File: config.mk
export PLATFORM = sky130hd
export DESIGN_NAME = ref_clock_gen
export DESIGN_NICKNAME = d
export VERILOG_FILES = /design/src/rtl/ref_clock_gen.sv
export SDC_FILE = /design/constraint.sdc
export NUM_CORES = 1
export LEC_CHECK = 0
export CAP_MARGIN = 15
export CORE_MARGIN = 2
export CORE_UTILIZATION = 36
export CTS_BUF_LIST = sky130_fd_sc_hd__clkbuf_8
export DETAILED_ROUTE_END_ITERATION = 6
export MAX_ROUTING_LAYER = met4
export PLACE_DENSITY = 0.53
export SLEW_MARGIN = 25
export SYNTH_ARGS = -nofsm -noshare
export SYNTH_HDL_FRONTEND = slang
export SYNTH_SLANG_ARGS = --single-unit
File: constraint.sdc
create_clock -name oscInput -period 7 [get_ports oscInput]
set_input_delay 1.4 -clock oscInput [delete_from_list [all_inputs] [get_ports oscInput]]
set_output_delay 1.4 -clock oscInput [all_outputs]
set_load 0.02 [all_outputs]
File: src/rtl/ref_clock_gen.sv
// ref_clock_gen: programmable NCO square-wave reference with wrap-aligned config.
// Define REFGEN_JITTER_EN to dither the phase step from a 16-bit LFSR.
module ref_clock_gen #(
  parameter int ACC_WIDTH = 16,
  parameter logic [ACC_WIDTH-1:0] DEFAULT_FREQ = 'h199A,
  parameter int CNT_WIDTH = 8,
  parameter int JITTER_BITS = 4
) (
  input  logic                 oscInput,
  input  logic                 reset,
  input  logic                 enable,
  input  logic [ACC_WIDTH-1:0] freqWord,
  input  logic [ACC_WIDTH-1:0] phaseStep,
  input  logic                 cfgValid,
  output logic                 cfgReady,
  output logic                 refOut,
  output logic                 risePulse,
  output logic [CNT_WIDTH-1:0] edgeCount
);
  localparam logic [ACC_WIDTH-1:0] HALF = ACC_WIDTH'(1) << (ACC_WIDTH - 1);

  typedef enum logic [1:0] {IDLE, RUN, PEND} stateE;

  stateE                state, stateNext;
  logic [ACC_WIDTH-1:0] acc, accNext;
  logic [ACC_WIDTH-1:0] inc, incNext;
  logic [ACC_WIDTH-1:0] shFreq, shFreqNext;
  logic [ACC_WIDTH-1:0] shStep, shStepNext;
  logic                 cfgReadyNext;
  logic [ACC_WIDTH-1:0] step;
  logic [ACC_WIDTH:0]   sum;
  logic [ACC_WIDTH-1:0] freqClamped;
  logic                 fire;
  logic                 wrap;
  logic                 rise;

  assign fire        = cfgValid & cfgReady;
  assign freqClamped = (freqWord > HALF) ? HALF : freqWord;
  assign sum         = {1'b0, acc} + {1'b0, step};
  assign wrap        = sum[ACC_WIDTH];
  assign refOut      = acc[ACC_WIDTH-1];
  assign rise        = ~acc[ACC_WIDTH-1] & accNext[ACC_WIDTH-1];

`ifdef REFGEN_JITTER_EN
  localparam logic [ACC_WIDTH-1:0] BIAS = ACC_WIDTH'(1) << (JITTER_BITS - 1);
  logic [15:0]          lfsr;
  logic [ACC_WIDTH-1:0] dither;

  always_ff @(posedge oscInput) begin
    if (!reset)
      lfsr <= 16'hACE1;
    else if (state != IDLE)
      lfsr <= {lfsr[14:0], lfsr[15] ^ lfsr[13] ^ lfsr[12] ^ lfsr[10]};
  end

  // Dither is suppressed at the frozen and fclk/2 extremes.
  assign dither = (inc == '0 || inc == HALF) ? '0 :
                  ACC_WIDTH'(lfsr[JITTER_BITS-1:0]) - BIAS;
  assign step = inc + dither;
`else
  logic unusedJitter;
  assign unusedJitter = ^JITTER_BITS;
  assign step = inc;
`endif

  always_ff @(posedge oscInput) begin
    if (!reset) begin
      state     <= IDLE;
      acc       <= '0;
      inc       <= DEFAULT_FREQ;
      shFreq    <= '0;
      shStep    <= '0;
      cfgReady  <= 1'b1;
      risePulse <= 1'b0;
      edgeCount <= '0;
    end else begin
      state     <= stateNext;
      acc       <= accNext;
      inc       <= incNext;
      shFreq    <= shFreqNext;
      shStep    <= shStepNext;
      cfgReady  <= cfgReadyNext;
      risePulse <= rise;
      edgeCount <= edgeCount + CNT_WIDTH'(rise);
    end
  end

  always_comb begin
    stateNext    = state;
    accNext      = acc;
    incNext      = inc;
    shFreqNext   = shFreq;
    shStepNext   = shStep;
    cfgReadyNext = cfgReady;
    unique case (state)
      IDLE: begin
        accNext = '0;
        if (fire)
          incNext = freqClamped;
        if (enable)
          stateNext = RUN;
      end
      RUN: begin
        if (!enable) begin
          accNext   = '0;
          stateNext = IDLE;
          if (fire)
            incNext = freqClamped;
        end else begin
          accNext = sum[ACC_WIDTH-1:0];
          if (fire) begin
            shFreqNext   = freqClamped;
            shStepNext   = phaseStep;
            cfgReadyNext = 1'b0;
            stateNext    = PEND;
          end
        end
      end
      PEND: begin
        if (!enable) begin
          accNext      = '0;
          incNext      = shFreq;
          cfgReadyNext = 1'b1;
          stateNext    = IDLE;
        end else if (wrap) begin
          // The wrap cycle still steps by the old inc; the new one starts after.
          accNext      = sum[ACC_WIDTH-1:0] + shStep;
          incNext      = shFreq;
          cfgReadyNext = 1'b1;
          stateNext    = RUN;
        end else begin
          accNext = sum[ACC_WIDTH-1:0];
        end
      end
      default: begin
        accNext   = '0;
        stateNext = IDLE;
      end
    endcase
  end

endmodule

After elaboration in Yosys (flattened, before gate mapping)
Index checks and enable logic that the tools add are counted.
Widths: inputs -> output; s select.
{ "word_totals": {"ff_bits": 76, "word_cells": 51} }
{ "classes": {"addsub": 3, "n_lt_le_gt_ge": 1, "eq_ne": 8, "n_mux": 21, "bitwise": 3, "n_reduce_logical": 7} }
{ "op_table": {"columns": ["operator", "n"], "rows": [
  ["$mux 16", 8],
  ["$pmux 16 s3", 1],
  ["$pmux 16 s2", 1],
  ["$add 16x16->17", 1],
  ["$add 16x16->16", 1],
  ["$gt 16x16->1 const B", 1],
  ["$mux 2", 5],
  ["$reduce_and 3->1", 3],
  ["$add 8x1->8", 1],
  ["$ne 2x2->1 const B", 4],
  ["$ne 3x3->1 const B", 2],
  ["$pmux 2 s3", 1],
  ["$mux 1", 4],
  ["$reduce_and 4->1", 1],
  ["$reduce_bool 3->1", 1],
  ["$and 1x1->1", 2],
  ["$eq 2x1->1 const B", 1],
  ["$eq 2x2->1 const B", 1],
  ["$logic_not 2->1", 1],
  ["$pmux 1 s2", 1],
  ["$reduce_bool 2->1", 1],
  ["$not 1->1", 1]
]} }

Longest topological paths before layout
{ "depth": {"depth_word": 7, "mapped_depth": 23, "depth_no_buf": 23} }

Worst setup path before layout
OpenSTA, ideal clock, no wires.
{ "synth_path": {"kind": "register to register", "from": "register inc[0]", "to": "register edgeCount[5]", "setup_ns": 0.115, "arrival_time_ns": 4.032, "required_ns": 6.885, "path_slack_ns": 2.853, "path_stages_with_launch": 22, "n_path_buf": 0, "path_cell_list": "dfxtp_1 -> ha_1 -> inv_1 -> fa_1 -> nor2b_1 -> o31ai_2 -> a31oi_4 -> a21o_1 -> a21oi_1 -> xnor2_1 -> ha_1 -> a21oi_1 -> a31oi_4 -> o41ai_4 -> xnor2_1 -> o21ba_1 -> a211oi_1 -> ha_1 -> and3_1 -> nand3_1 -> xnor2_1 -> and2_1"} }
{ "synth_between": {"elab_chain_len": 7, "word_cells_on_any_way": 8} }
{ "synth_lines": {"columns": ["item", "line", "text"], "rows": [
  ["from (decl)", "26", "logic [ACC_WIDTH-1:0] inc, incNext;"],
  ["from (signal assigned)", "79", "inc <= incNext;"],
  ["$add 16x16->17 (*)", "39", "assign sum = {1'b0, acc} + {1'b0, step};"],
  ["$add 16x16->16", "127", "accNext = sum[ACC_WIDTH-1:0] + shStep;"],
  ["$mux 16", "125", "end else if (wrap) begin"],
  ["$mux 16", "120", "if (!enable) begin"],
  ["$pmux 16 s2 (*)", "95", "unique case (state)"],
  ["$and 1x1->1 (*)", "42", "assign rise = ~acc[ACC_WIDTH-1] & accNext[ACC_WIDTH-1];"],
  ["via rise", "35", "logic rise;"],
  ["$add 8x1->8 (*)", "84", "edgeCount <= edgeCount + CNT_WIDTH'(rise);"],
  ["to (signal assigned)", "84", null],
  ["to (decl)", "18", "output logic [CNT_WIDTH-1:0] edgeCount"]
]} }
Mark *: on every way through the listed nets, which the timed path passes. The rest lies on a longest branch.
A chain may end at the register's enable or synchronous reset.

Worst setup path in the final report
{ "layout_path": {"from": "register inc[0]", "to": "register edgeCount[7]"} }
Same word-level chain as after synthesis.

==> results by group <==
Status
  • Status: completed

Synth
  • Synth Area per Inst: 8.56 um2
  • Post-synth EDFFs: 0
  • Register area share after synthesis: approximately 33%
  • Main flop type after synthesis: dfxtp_1
  • Ys async rst share: 0%
  • Synth Register Bits: 76
  • Syn Std Cell Area: 4640 um2
  • Synth Net Count: around 620
  • Gate Count Post-Synth: around 540
  • Unique masters post-synth: between 50 and 60
  • Yosys Warn Count: 0

Die
  • Die footprint: about 14000 um2
  • Die extent in x: 117 um
  • Starting Density: approximately 37%
  • Die Span Y: ~120 um
  • IO Count: 47
  • Core Box Area: 12600 um2
  • # rows: 41

Clock tree
  • # Post-CTS Setup Buffers: 0
  • TritonCTS buffer count: 9
  • Clock transition at the registers of the reported paths: 0.08 ns
  • Cts hold-fix bufs: 0
  • Clk Latency, worst-skew pair: 0.36 ns
  • Clk buf depth: 2
  • CTS H-Tree Depth: 3
  • Sink Count: 76
  • CTS Root Cell: clkbuf_8
  • Resized cells post-CTS: 0
  • CTS tree: done

Critical path
  • Reg2Reg Depth: 21
  • Worst setup path endpoint: edgeCount[7]
  • Critical path required time: just over 7 ns
  • Crit Reg-Reg Endpoint: edgeCount[7]
  • Worst path max stage delay: 0.40 ns
  • CP startpoint kind: register
  • Crit-path cells: ha_1, inv_1, fa_1, nor2b_1, o31ai_2, a31oi_4, a21o_1, a21oi_1, xnor2_1, ha_1, a21oi_1, a31oi_4, o41ai_4, xnor2_1, a21oi_1, a211oi_1, ha_1, and3_1, nand3_1, xnor2_1, and2_1
  • Slowest-stage cell, CP: fa_1
  • Worst path arrival time: 4.89 ns
  • CP Capture Type: register
  • CP Depth: 21
  • Crit path buf inv count: 1
  • Worst reg2reg setup slack: 2.38 ns
  • R2r startpoint: inc[0]
  • CP delay by family, top: compound AO/OA/AOI/OAI gates
  • Critical Path Fanout Max: 4
  • Worst Setup SP: inc[0]
  • Crit Path Class: register to register

Detailed routing
  • 1st-pass router iterations: 4
  • WL/cell: between 10 and 15 um
  • Remaining DRCs: 0
  • Final ANT Viol Nets: 0
  • Routed WL: approximately 11000 um
  • First DRT Iteration DRCs: 161
  • Drt via density: between 4 and 5
  • Via count: about 3800

Global routing
  • Gr ovfl total: 0
  • Vias in the first global route: ~3700
  • Initial antenna violation count: 0
  • Total track usage: between 15 and 20%
  • Largest net degree at the start of global routing: slightly above 60
  • First-pass GRT wire length: between 15000 and 20000 um

Final layout
  • Final instance area: around 5500 um2
  • Layout cell share with drive strength beyond 1: between 5 and 6%
  • ANT cells: 0
  • Area growth syn-to-layout: 17.8%
  • Final net count: roughly 660
  • Layout fillers: approximately 1300

STA
  • RSZ-0062 raised after global routing: false
  • Final WS setup: 2.38 ns
  • Min cycle time layout: approximately 4.6 ns
  • Setup TNS: 0 ns
  • Max-slew violation count: 0
  • Fmax achieved: around 220 MHz
  • Worst-margin pin slew: about 0.78 ns
  • Final Hold Viols: 0
  • Setup violators final: 0
  • Slew HR: between 40% and 50%
  • Max Clock Skew: 0.00924 ns
  • Tcrit/Tclk final: between 60% and 70%

Pwr
  • P_leak: 2.19 nW
  • Peak supply drop: 76.1 uV
  • Power Density: roughly 190 nW/um2
  • Overall power: approximately 1.0 mW

Placed design
  • Port Buffers: 46
  • Placed cell areas: around 5200 um2
  • Gp weighted congestion: approximately 0.9
  • HPWL after detailed placement: around 8000 um
  • Setup slack at placement: approximately 2.3 ns

Min path
  • HP Class: register to register

Job
  • Max-cap viol count: 0
[cell usage after synthesis (3+ instances only)]
cell type,number,area (um2)
o21ai_0,23,115
nor3_1,5,25.0
nand2_1,81,304
mux2i_1,7,70.1
a211o_1,6,52.6
ha_1,39,488
a22oi_1,13,97.6
xnor2_1,26,228
nor4_1,3,18.8
o211ai_1,7,52.6
nor2_1,28,105
nand3_1,9,45.0
clkbuf_1,18,67.6
nor3b_1,19,143
nand2b_1,7,43.8
xor2_1,8,70.1
and2_1,14,87.6
dfxtp_1,76,1520
a21o_1,6,45.0
and3_1,11,68.8
nand4_1,3,18.8
o21bai_1,3,22.5
o21a_1,3,22.5
or3_1,4,25.0
a211oi_1,5,37.5
a21oi_1,37,185
nor2b_1,19,119
inv_1,14,52.6
a21boi_0,18,135
[logic make-up (layout without fill, tap and decap cells)]
| logic type | after synthesis | in the layout | synth area share (%) |
|---|---|---|---|
| buffers and inverters | 36 | 79 | 3.29 |
| multiplexers | 8 | 8 | 1.75 |
| flip-flops | 76 | 76 | 32.8 |
| AND/OR/NAND/NOR | 206 | 206 | 22.1 |
| adder cells (fa/ha/maj) | 41 | 41 | 11.4 |
| AO/OA/AOI/OAI | 141 | 141 | 22.2 |
| XOR/XNOR | 34 | 34 | 6.42 |
[flip-flops by register name, summed over array words and instances, names as in the netlist]
register	cells
edgeCount	8
risePulse	1
shStep	16
inc	16
acc	16
shFreq	16
state	2
cfgReady	1
[metal layers]
metal	up-vias	GRT usage, %	part of all wire [%]
met5	-	-	0
met4	0	5.87	1.3
met3	10	2.52	3.1
met2	46	26.9	48
met1	1731	20.8	48
li1	1983	-	-
[how the worst min path moves through the flow]
stage	end	slack, ns	start	cells past startpoint
2_1_floorplan	shFreq[15]	0.44	shFreq[15]	2
3_3_place_gp	shFreq[15]	0.46	shFreq[15]	2
3_5_place_dp	shFreq[15]	0.46	shFreq[15]	2
4_1_cts	shFreq[15]	0.48	shFreq[15]	2
5_1_grt	shStep[0]	0.50	shStep[0]	2
6_report	shFreq[15]	0.48	shFreq[15]	2
[cell usage in the layout (no fill, tap or decap), types with 5 or more instances in the layout]
master,synthesis,layout
nor3b_1,19,19
and3_1,11,11
nor2_1,28,28
mux2i_1,7,7
a21boi_0,18,18
inv_1,14,15
a22oi_1,13,13
a211oi_1,5,5
nand3_1,9,9
o211ai_1,7,7
ha_1,39,39
a21oi_1,37,37
and2_1,14,14
o21ai_0,23,23
nor3_1,5,5
dfxtp_1,76,76
clkdlybuf4s50_1,0,46
xor2_1,8,8
a211o_1,6,6
xnor2_1,26,26
nor2b_1,19,18
clkbuf_8,0,10
nand2b_1,7,7
a21o_1,6,6
nand2_1,81,81
[worst register-to-register path, stage by stage, from the launching register on]
cell	delay, ns
dfxtp_1	0.34
ha_1	0.18
inv_1	0.06
fa_1	0.40
nor2b_1	0.21
o31ai_2	0.11
a31oi_4	0.20
a21o_1	0.15
a21oi_1	0.07
xnor2_1	0.29
ha_1	0.32
a21oi_1	0.28
a31oi_4	0.15
o41ai_4	0.31
xnor2_1	0.20
a21oi_1	0.15
a211oi_1	0.30
ha_1	0.21
and3_1	0.21
nand3_1	0.12
xnor2_1	0.13
and2_1	0.14
[where the power goes]
group          leakage [nW]  switching [mW]  internal, mW
Clock                 0.114           0.169         0.207
Sequential            0.617          0.0118         0.450
Combinational          1.45           0.115        0.0943
Total                  2.19           0.296         0.751
[metrics by stage]
step | utilization [%] | std cells | hold WS [ns]
2_1_floorplan | - | 542 | 0.440
3_3_place_gp | 41.5 | 742 | 0.458
3_5_place_dp | 41.5 | 742 | 0.465
4_1_cts | 43.2 | 757 | 0.477
5_1_grt | 43.3 | 757 | 0.497
6_report | 43.3 | 757 | 0.476
[cell type report]
class | instances | area (um2) | share of cell area (%)
clock buffer | 10 | 138 | 2.52
clock inverter | 5 | 77.6 | 1.42
inverter | 14 | 52.6 | 0.962
multi-input combinational | 430 | 2970 | 54.3
sequential | 76 | 1520 | 27.9
tap | 172 | 215 | 3.94
timing repair buffer | 50 | 490 | 8.98
(Power assumes the default switching activity.)
